===== src/rtl/psum_result_collector_pkg.sv =====
// Shared parameters, state encodings and lane formatting for the psum result collector.
package psum_result_collector_pkg;

  localparam int NUM_LANES      = 16;
  localparam int LANE_W         = 32;
  localparam int S1_W           = 21;
  localparam int BEAT_LANES     = 4;
  localparam int BEATS_PER_TILE = NUM_LANES / BEAT_LANES;
  localparam int BEAT_W         = BEAT_LANES * LANE_W;
  localparam int TILE_W         = NUM_LANES * LANE_W;

  typedef enum logic {EMPTY = 1'b0, FULL = 1'b1} bank_state_e;
  typedef enum logic {IDLE = 1'b0, DRAIN = 1'b1} drain_state_e;

  // Select strategy lane, sign-extend strategy-1 values, then optionally clamp negatives.
  function automatic logic [LANE_W-1:0] fmt_lane(
    input logic              s2_en,
    input logic [S1_W-1:0]   s1,
    input logic [LANE_W-1:0] s2,
    input logic              relu_en
  );
    logic [LANE_W-1:0] v;
    if (s2_en) begin
      v = s2;
    end else begin
      v = {{(LANE_W-S1_W){s1[S1_W-1]}}, s1};
    end
    if (relu_en && v[LANE_W-1]) begin
      v = {LANE_W{1'b0}};
    end else begin
      v = v;
    end
    return v;
  endfunction

endpackage


===== src/rtl/psum_result_collector_bank.sv =====
// One ping-pong bank: 16 lane registers, an occupancy flag and a 4:1 beat read mux.
module psum_bank
  import psum_result_collector_pkg::*;
(
  input  logic              clk_i,
  input  logic              rst_n_i,
  input  logic              cap_i,
  input  logic              free_i,
  input  logic [1:0]        beat_i,
  input  logic [TILE_W-1:0] lanes_i,
  output logic              full_o,
  output logic [BEAT_W-1:0] beat_data_o
);

  logic [LANE_W-1:0] lanes_q [NUM_LANES];
  bank_state_e       state_q, state_d;

  // Lane storage, written as a whole tile on capture.
  always_ff @(posedge clk_i or negedge rst_n_i) begin
    if (!rst_n_i) begin
      for (int n = 0; n < NUM_LANES; n++) lanes_q[n] <= {LANE_W{1'b0}};
    end else if (cap_i) begin
      for (int n = 0; n < NUM_LANES; n++) lanes_q[n] <= lanes_i[n*LANE_W +: LANE_W];
    end
  end

  // Occupancy next state; the top never captures and frees the same bank in one cycle.
  always_comb begin
    state_d = state_q;
    if (cap_i) begin
      state_d = FULL;
    end else if (free_i) begin
      state_d = EMPTY;
    end else begin
      state_d = state_q;
    end
  end

  // Occupancy register.
  always_ff @(posedge clk_i or negedge rst_n_i) begin
    if (!rst_n_i) state_q <= EMPTY;
    else          state_q <= state_d;
  end

  // Beat mux: lane 4*beat+j lands at slot j.
  always_comb begin
    beat_data_o = {BEAT_W{1'b0}};
    for (int j = 0; j < BEAT_LANES; j++) begin
      beat_data_o[j*LANE_W +: LANE_W] = lanes_q[{beat_i, 2'(j)}];
    end
  end

  assign full_o = (state_q == FULL);

endmodule


===== src/rtl/psum_result_collector.sv =====
// Captures 16-lane PE results into a two-bank ping-pong buffer and drains each tile as four 128-bit beats.
module psum_result_collector
  import psum_result_collector_pkg::*;
(
  input  logic         i_clk,
  input  logic         i_rst_n,
  input  logic         i_result_valid,
  input  logic         i_strategy_2_en,
  input  logic [335:0] i_result_s1,
  input  logic [511:0] i_result_s2,
  input  logic         i_relu_en,
  input  logic         i_clr_overflow,
  output logic         o_full,
  output logic         o_valid,
  input  logic         i_ready,
  output logic [127:0] o_data,
  output logic [1:0]   o_beat_idx,
  output logic         o_last,
  output logic         o_overflow,
  output logic [7:0]   o_drop_cnt
);

  logic [TILE_W-1:0] fmt_lanes_s;
  logic [BEAT_W-1:0] bank_data_s [2];
  logic [1:0]        bank_full_s, cap_s, free_s, occ_next_s;
  logic              accept_s, drop_s, fire_s, last_fire_s;
  logic              wr_ptr_q, wr_ptr_d, rd_ptr_q, rd_ptr_d;
  logic [1:0]        beat_q, beat_d;
  logic              full_q, full_d, overflow_q, overflow_d;
  logic [7:0]        drop_cnt_q, drop_cnt_d;
  drain_state_e      state_q, state_d;

  // Per-lane mode select, sign extension and ReLU.
  always_comb begin
    fmt_lanes_s = {TILE_W{1'b0}};
    for (int n = 0; n < NUM_LANES; n++) begin
      fmt_lanes_s[n*LANE_W +: LANE_W] = fmt_lane(i_strategy_2_en, i_result_s1[n*S1_W +: S1_W],
                                                 i_result_s2[n*LANE_W +: LANE_W], i_relu_en);
    end
  end

  for (genvar b = 0; b < 2; b++) begin : g_bank
    psum_bank u_bank (
      .clk_i       (i_clk),
      .rst_n_i     (i_rst_n),
      .cap_i       (cap_s[b]),
      .free_i      (free_s[b]),
      .beat_i      (beat_q),
      .lanes_i     (fmt_lanes_s),
      .full_o      (bank_full_s[b]),
      .beat_data_o (bank_data_s[b])
    );
  end

  // Capture/drop decisions and pointer/beat bookkeeping, all from start-of-cycle bank state.
  always_comb begin
    accept_s    = i_result_valid && !bank_full_s[wr_ptr_q];
    drop_s      = i_result_valid &&  bank_full_s[wr_ptr_q];
    cap_s       = 2'b00;
    cap_s[wr_ptr_q] = accept_s;
    fire_s      = (state_q == DRAIN) && i_ready;
    last_fire_s = fire_s && (beat_q == 2'd3);
    free_s      = 2'b00;
    free_s[rd_ptr_q] = last_fire_s;
    occ_next_s  = cap_s | (bank_full_s & ~free_s);
    full_d      = &occ_next_s;
    wr_ptr_d    = accept_s ? ~wr_ptr_q : wr_ptr_q;
    rd_ptr_d    = rd_ptr_q;
    beat_d      = beat_q;
    if (last_fire_s) begin
      rd_ptr_d = ~rd_ptr_q;
      beat_d   = 2'd0;
    end else if (fire_s) begin
      beat_d   = beat_q + 2'd1;
    end else begin
      beat_d   = beat_q;
    end
  end

  // Drop wins over a coincident clear so the lost tile is still reported.
  always_comb begin
    overflow_d = overflow_q;
    drop_cnt_d = drop_cnt_q;
    if (drop_s) begin
      overflow_d = 1'b1;
      if (i_clr_overflow) begin
        drop_cnt_d = 8'd1;
      end else if (drop_cnt_q != 8'hFF) begin
        drop_cnt_d = drop_cnt_q + 8'd1;
      end else begin
        drop_cnt_d = drop_cnt_q;
      end
    end else if (i_clr_overflow) begin
      overflow_d = 1'b0;
      drop_cnt_d = 8'd0;
    end else begin
      overflow_d = overflow_q;
    end
  end

  // Drain next state; a capture landing this cycle counts as ready so beats start with no bubble.
  always_comb begin
    state_d = state_q;
    case (state_q)
      IDLE: begin
        if (bank_full_s[rd_ptr_q] || cap_s[rd_ptr_q]) state_d = DRAIN;
        else                                          state_d = IDLE;
      end
      DRAIN: begin
        if (last_fire_s) begin
          if (bank_full_s[~rd_ptr_q] || cap_s[~rd_ptr_q]) state_d = DRAIN;
          else                                            state_d = IDLE;
        end else begin
          state_d = DRAIN;
        end
      end
      default: state_d = IDLE;
    endcase
  end

  // Drain state register.
  always_ff @(posedge i_clk or negedge i_rst_n) begin
    if (!i_rst_n) state_q <= IDLE;
    else          state_q <= state_d;
  end

  // Pointers, beat counter and status registers.
  always_ff @(posedge i_clk or negedge i_rst_n) begin
    if (!i_rst_n) begin
      wr_ptr_q   <= 1'b0;
      rd_ptr_q   <= 1'b0;
      beat_q     <= 2'd0;
      full_q     <= 1'b0;
      overflow_q <= 1'b0;
      drop_cnt_q <= 8'd0;
    end else begin
      wr_ptr_q   <= wr_ptr_d;
      rd_ptr_q   <= rd_ptr_d;
      beat_q     <= beat_d;
      full_q     <= full_d;
      overflow_q <= overflow_d;
      drop_cnt_q <= drop_cnt_d;
    end
  end

  // Output decode from registered state only.
  always_comb begin
    o_valid    = (state_q == DRAIN);
    o_beat_idx = beat_q;
    o_last     = (state_q == DRAIN) && (beat_q == 2'd3);
    if (state_q == DRAIN) begin
      o_data = bank_data_s[rd_ptr_q];
    end else begin
      o_data = {BEAT_W{1'b0}};
    end
    o_full     = full_q;
    o_overflow = overflow_q;
    o_drop_cnt = drop_cnt_q;
  end

endmodule


===== config.mk =====
export PLATFORM = sky130hd
export DESIGN_NAME = psum_result_collector
export DESIGN_NICKNAME = d
export VERILOG_FILES = /design/src/rtl/psum_result_collector_pkg.sv /design/src/rtl/psum_result_collector_bank.sv /design/src/rtl/psum_result_collector.sv
export SDC_FILE = /design/constraint.sdc
export NUM_CORES = 2
export LEC_CHECK = 0
export BUFFER_PORTS_ARGS = -buffer_cell sky130_fd_sc_hd__buf_2
export CAP_MARGIN = 10
export CORE_AREA = 3 3 385 387
export DETAILED_ROUTE_END_ITERATION = 12
export DIE_AREA = 0 0 388 390
export HOLD_SLACK_MARGIN = 0.12
export PLACE_DENSITY_LB_ADDON = 0.3
export SKIP_LAST_GASP = 1
export SYNTH_ARGS = -nofsm -noshare
export SYNTH_HDL_FRONTEND = slang
export SYNTH_SLANG_ARGS = --single-unit

===== constraint.sdc =====
create_clock -name i_clk -period 2.3 [get_ports i_clk]
set_input_delay 0.115 -clock i_clk [delete_from_list [all_inputs] [get_ports i_clk]]
set_output_delay 0.115 -clock i_clk [all_outputs]
set_load 0.02 [all_outputs]

==> reports/metrics.cfg <==
[place]
dp_hpwl_um = 125900
numPortBuffers = 996
dp.cells = 7717
globalplace.congestion = 0.8528

[detailed_routing]
drtIter0Drc = 3394
ant_nets = 0
num_vias = 46080
wirelength_um = 194800
viasPerCell = 5.203
wl_per_cell_um = 21.99
drc = 0
drt_first_pass_iters = 6

[clocking]
ctsRootBufferMaster = clkbuf_16
htreeDepth = 3
clockBufferDepth = 3
cts.sinks = 1041
cts_tree = done
insertion_delay_ns = 0.72
clk_pin_slew_ns = 0.06
cts-buffers-inserted = 111

[pwr]
clockPowerShare_pct = 20.3
seqPwrFrac_pct = 33.4
leakage_nw = 35.32
p_switching_mw = 34.33
swShare_pct = 36.67
intPower_mw = 59.28
power_density_nw_per_um2 = 1260
ir_drop_mv = 0.6808
combPwrFrac_pct = 46.3

[synthesis]
seq_area_frac_synth_pct = 50.36
synth_fp_nets = 5894
synthTopCellsByCount = nand2_1, dfrtp_1, o21ai_1
synth.most_common_cell = nand2_1
ys_ff_latch = 1041
synth.area.top_cells = dfrtp_1, nand2_1, mux4_2
syn-mean-instance-area_um2 = 10.27
synth_top_area_share_pct = 50.36
synth_top_cell_by_area = dfrtp_1
synth.distinct_cells = 50
synth_ff_type = dfrtp_1
synthArstFlopShare_pct = 100.0
syn_inst = 5037
synth_warnings = 0
synth-edff-count = 0
synth_area_um2 = 51730

[sta]
worst_pin_slew_ns = 0.9883
clock_skew_ns = 0.02328
setup_viol = 129
maxSlewViolCount = 0
worst_hold_slack_ns = 0.1711
layout_min_cycle_time_ns = 2.805
rsz0062_at_grt = true
slew_headroom_pct = 33.81
worst_slack_ns = -0.5047
fin_crit_sh_pct = 121.9
fmax_mhz = 356.5
hold_viol = 0
fin_setup_tns_ns = -53.11

[grt]
antenna_found_initial = 26
grt_pass1_vias = 48470
grtUsageTotal_pct = 25.17
grt_max_degree = 173
grt-ovfl-total = 0
grt_pass1_wl_um = 294300

[worst_setup_path]
path_cells = buf_12 -> buf_12 -> buf_16 -> buf_12 -> mux4_2 -> a22o_1 -> buf_6
slowest_stage = dfrtp_4
worst-path-stages = 7
cp_data_required_time_ns = 2.18
cp.arrival_ns = 2.69
slowest_delay_ns = 0.50
path_delay_family = buffers and inverters
worstSetupEndpointType = output pin
worstPathMaxFanout = 6
worstSetupPathType = flop to output pin
startpoint_type = flop
path_buf_inv = 5
r2r_cells = 5
cp_common_cell = buf_12

[hold_path]
min_path_cells = 5
min_path_type = input port to flop

[floorplan]
fp.dieW_um = 388
start_util_pct = 35.62
die_h_um = 390
ios = 997
num_rows = 140
die_area_um2 = 151300
core_area_um2 = 145200

[final_layout]
instances_no_fill = 8857
drive_above_1_share_pct = 25.93
nNetsFinal = 7688
syn2layout_area_growth_pct = 43.57
final_util_pct = 51.14

[run]
drv_cap = 0

[outcome]
violations = negative setup slack
outcome = complete, but fails checks

[routing by layer]
metal	vias to the layer above	track usage, %	share of wire, %
met3	436	4.496	6.7
li1	21210	-	-
met4	10	10.67	4.5
met5	-	0	0.036
met2	1809	41.43	48
met1	22610	32.79	41
[placed cells by master, fill, tap and decap left out, types with 19 or more instances in the layout]
master and count:
a21o_1 177, mux2_2 56, dlygate4sd3_1 875, mux2_1 266, a22o_4 25, nand2_1 1528
buf_2 891, and2_1 19, buf_12 75, o21ai_1 1002, a22o_1 103, clkbuf_16 118
buf_16 26, mux4_2 252, dfrtp_1 1039, clkbuf_1 20, buf_6 103, buf_4 128
clkbuf_8 21, o21ai_0 26
[path summary, 6_finish.rpt]
check                                                           from  slack, ns                                        end
setup reg to reg                                wr_ptr_q$_DFFE_PN0N_       0.20                  o_drop_cnt[3]$_DFFE_PN0P_
hold / removal                                      i_result_s1[209]       0.17  g_bank[1].u_bank.lanes_q[223]$_DFFE_PN0P_
max in group asynchronous                                    i_rst_n       0.61  g_bank[0].u_bank.lanes_q[273]$_DFFE_PN0P_
setup / recovery                           o_beat_idx[0]$_DFFE_PN0P_      -0.50                                o_data[120]
hold reg to reg            g_bank[0].u_bank.lanes_q[347]$_DFFE_PN0P_       0.48  g_bank[0].u_bank.lanes_q[347]$_DFFE_PN0P_
min in group asynchronous                                    i_rst_n       0.33  g_bank[1].u_bank.lanes_q[143]$_DFFE_PN0P_
[area by class of cell]
cell class              count  area (µm²)
repair buffers           2120       17990
clock inverters            52       725.7
clock buffers             152        3142
inverters                   3       11.26
well taps                1917        2399
diodes                     18       45.04
flip-flops and latches   1041       26060
fillers                 12620       70950
multi-input cells        3554       23900
[power groups by stage]
stage	logic [mW]	registers, mW	clock network (mW)
final	43.3	31.3	19.0
after global routing	46.8	32.2	20.1
after CTS	41.5	31.2	19.3
after detailed placement	35.7	31.4	0
after global placement	35.0	31.2	0
after floorplan	25.1	29.7	0
[sequential cells by signal, summed over array words and instances, names as in the netlist]
| signal | count |
|---|---|
| g_bank.u_bank.full_o | 2 |
| o_valid | 1 |
| o_full | 1 |
| o_beat_idx | 2 |
| g_bank.u_bank.lanes_q | 1024 |
| o_overflow | 1 |
| rd_ptr_q | 1 |
| wr_ptr_q | 1 |
| o_drop_cnt | 8 |
[kinds of logic (layout without fill, tap and decap cells)]
family / count (synthesis) / count (layout) / synth area share (%)
and+or+nand+nor: 1593 / 1593 / 11.88
buffers and inverters: 442 / 2327 / 4.172
other: 0 / 18 / 0
DFF: 1041 / 1041 / 50.36
muxes: 578 / 578 / 18.26
xor gates and xnor gates: 2 / 2 / 0.03387
adders and majority gates: 2 / 2 / 0.04837
AOI/OAI and AO/OA: 1379 / 1379 / 15.25
[worst min-delay path, stage by stage]
cell,delay [ns]
buf_2,0.12
nor2b_1,0.15
buf_4,0.20
o21bai_1,0.19
o21ai_1,0.06
[per-stage QoR]
stage | power, mW | instance area (µm²) | worst slack [ns]
detailed placement | 67.15 | 59560 | 0.06938
global placement | 66.17 | 59560 | 0.1262
global route | 99.07 | 74250 | -0.5897
floorplan | 54.74 | 51730 | 0.4070
CTS | 92.04 | 73630 | -0.6114
finish | 93.61 | 74270 | -0.5047
[repair_timing]
item                       4_1_cts  5_1_grt
hold endpoints to repair      2061        2
pin swaps                       48       58
hold buffers                   875        1
gates resized for setup        191      148
setup endpoints to repair      129      129
buffers inserted                16        5
cloned                          17        7
Power figures use the tool's default switching activity.
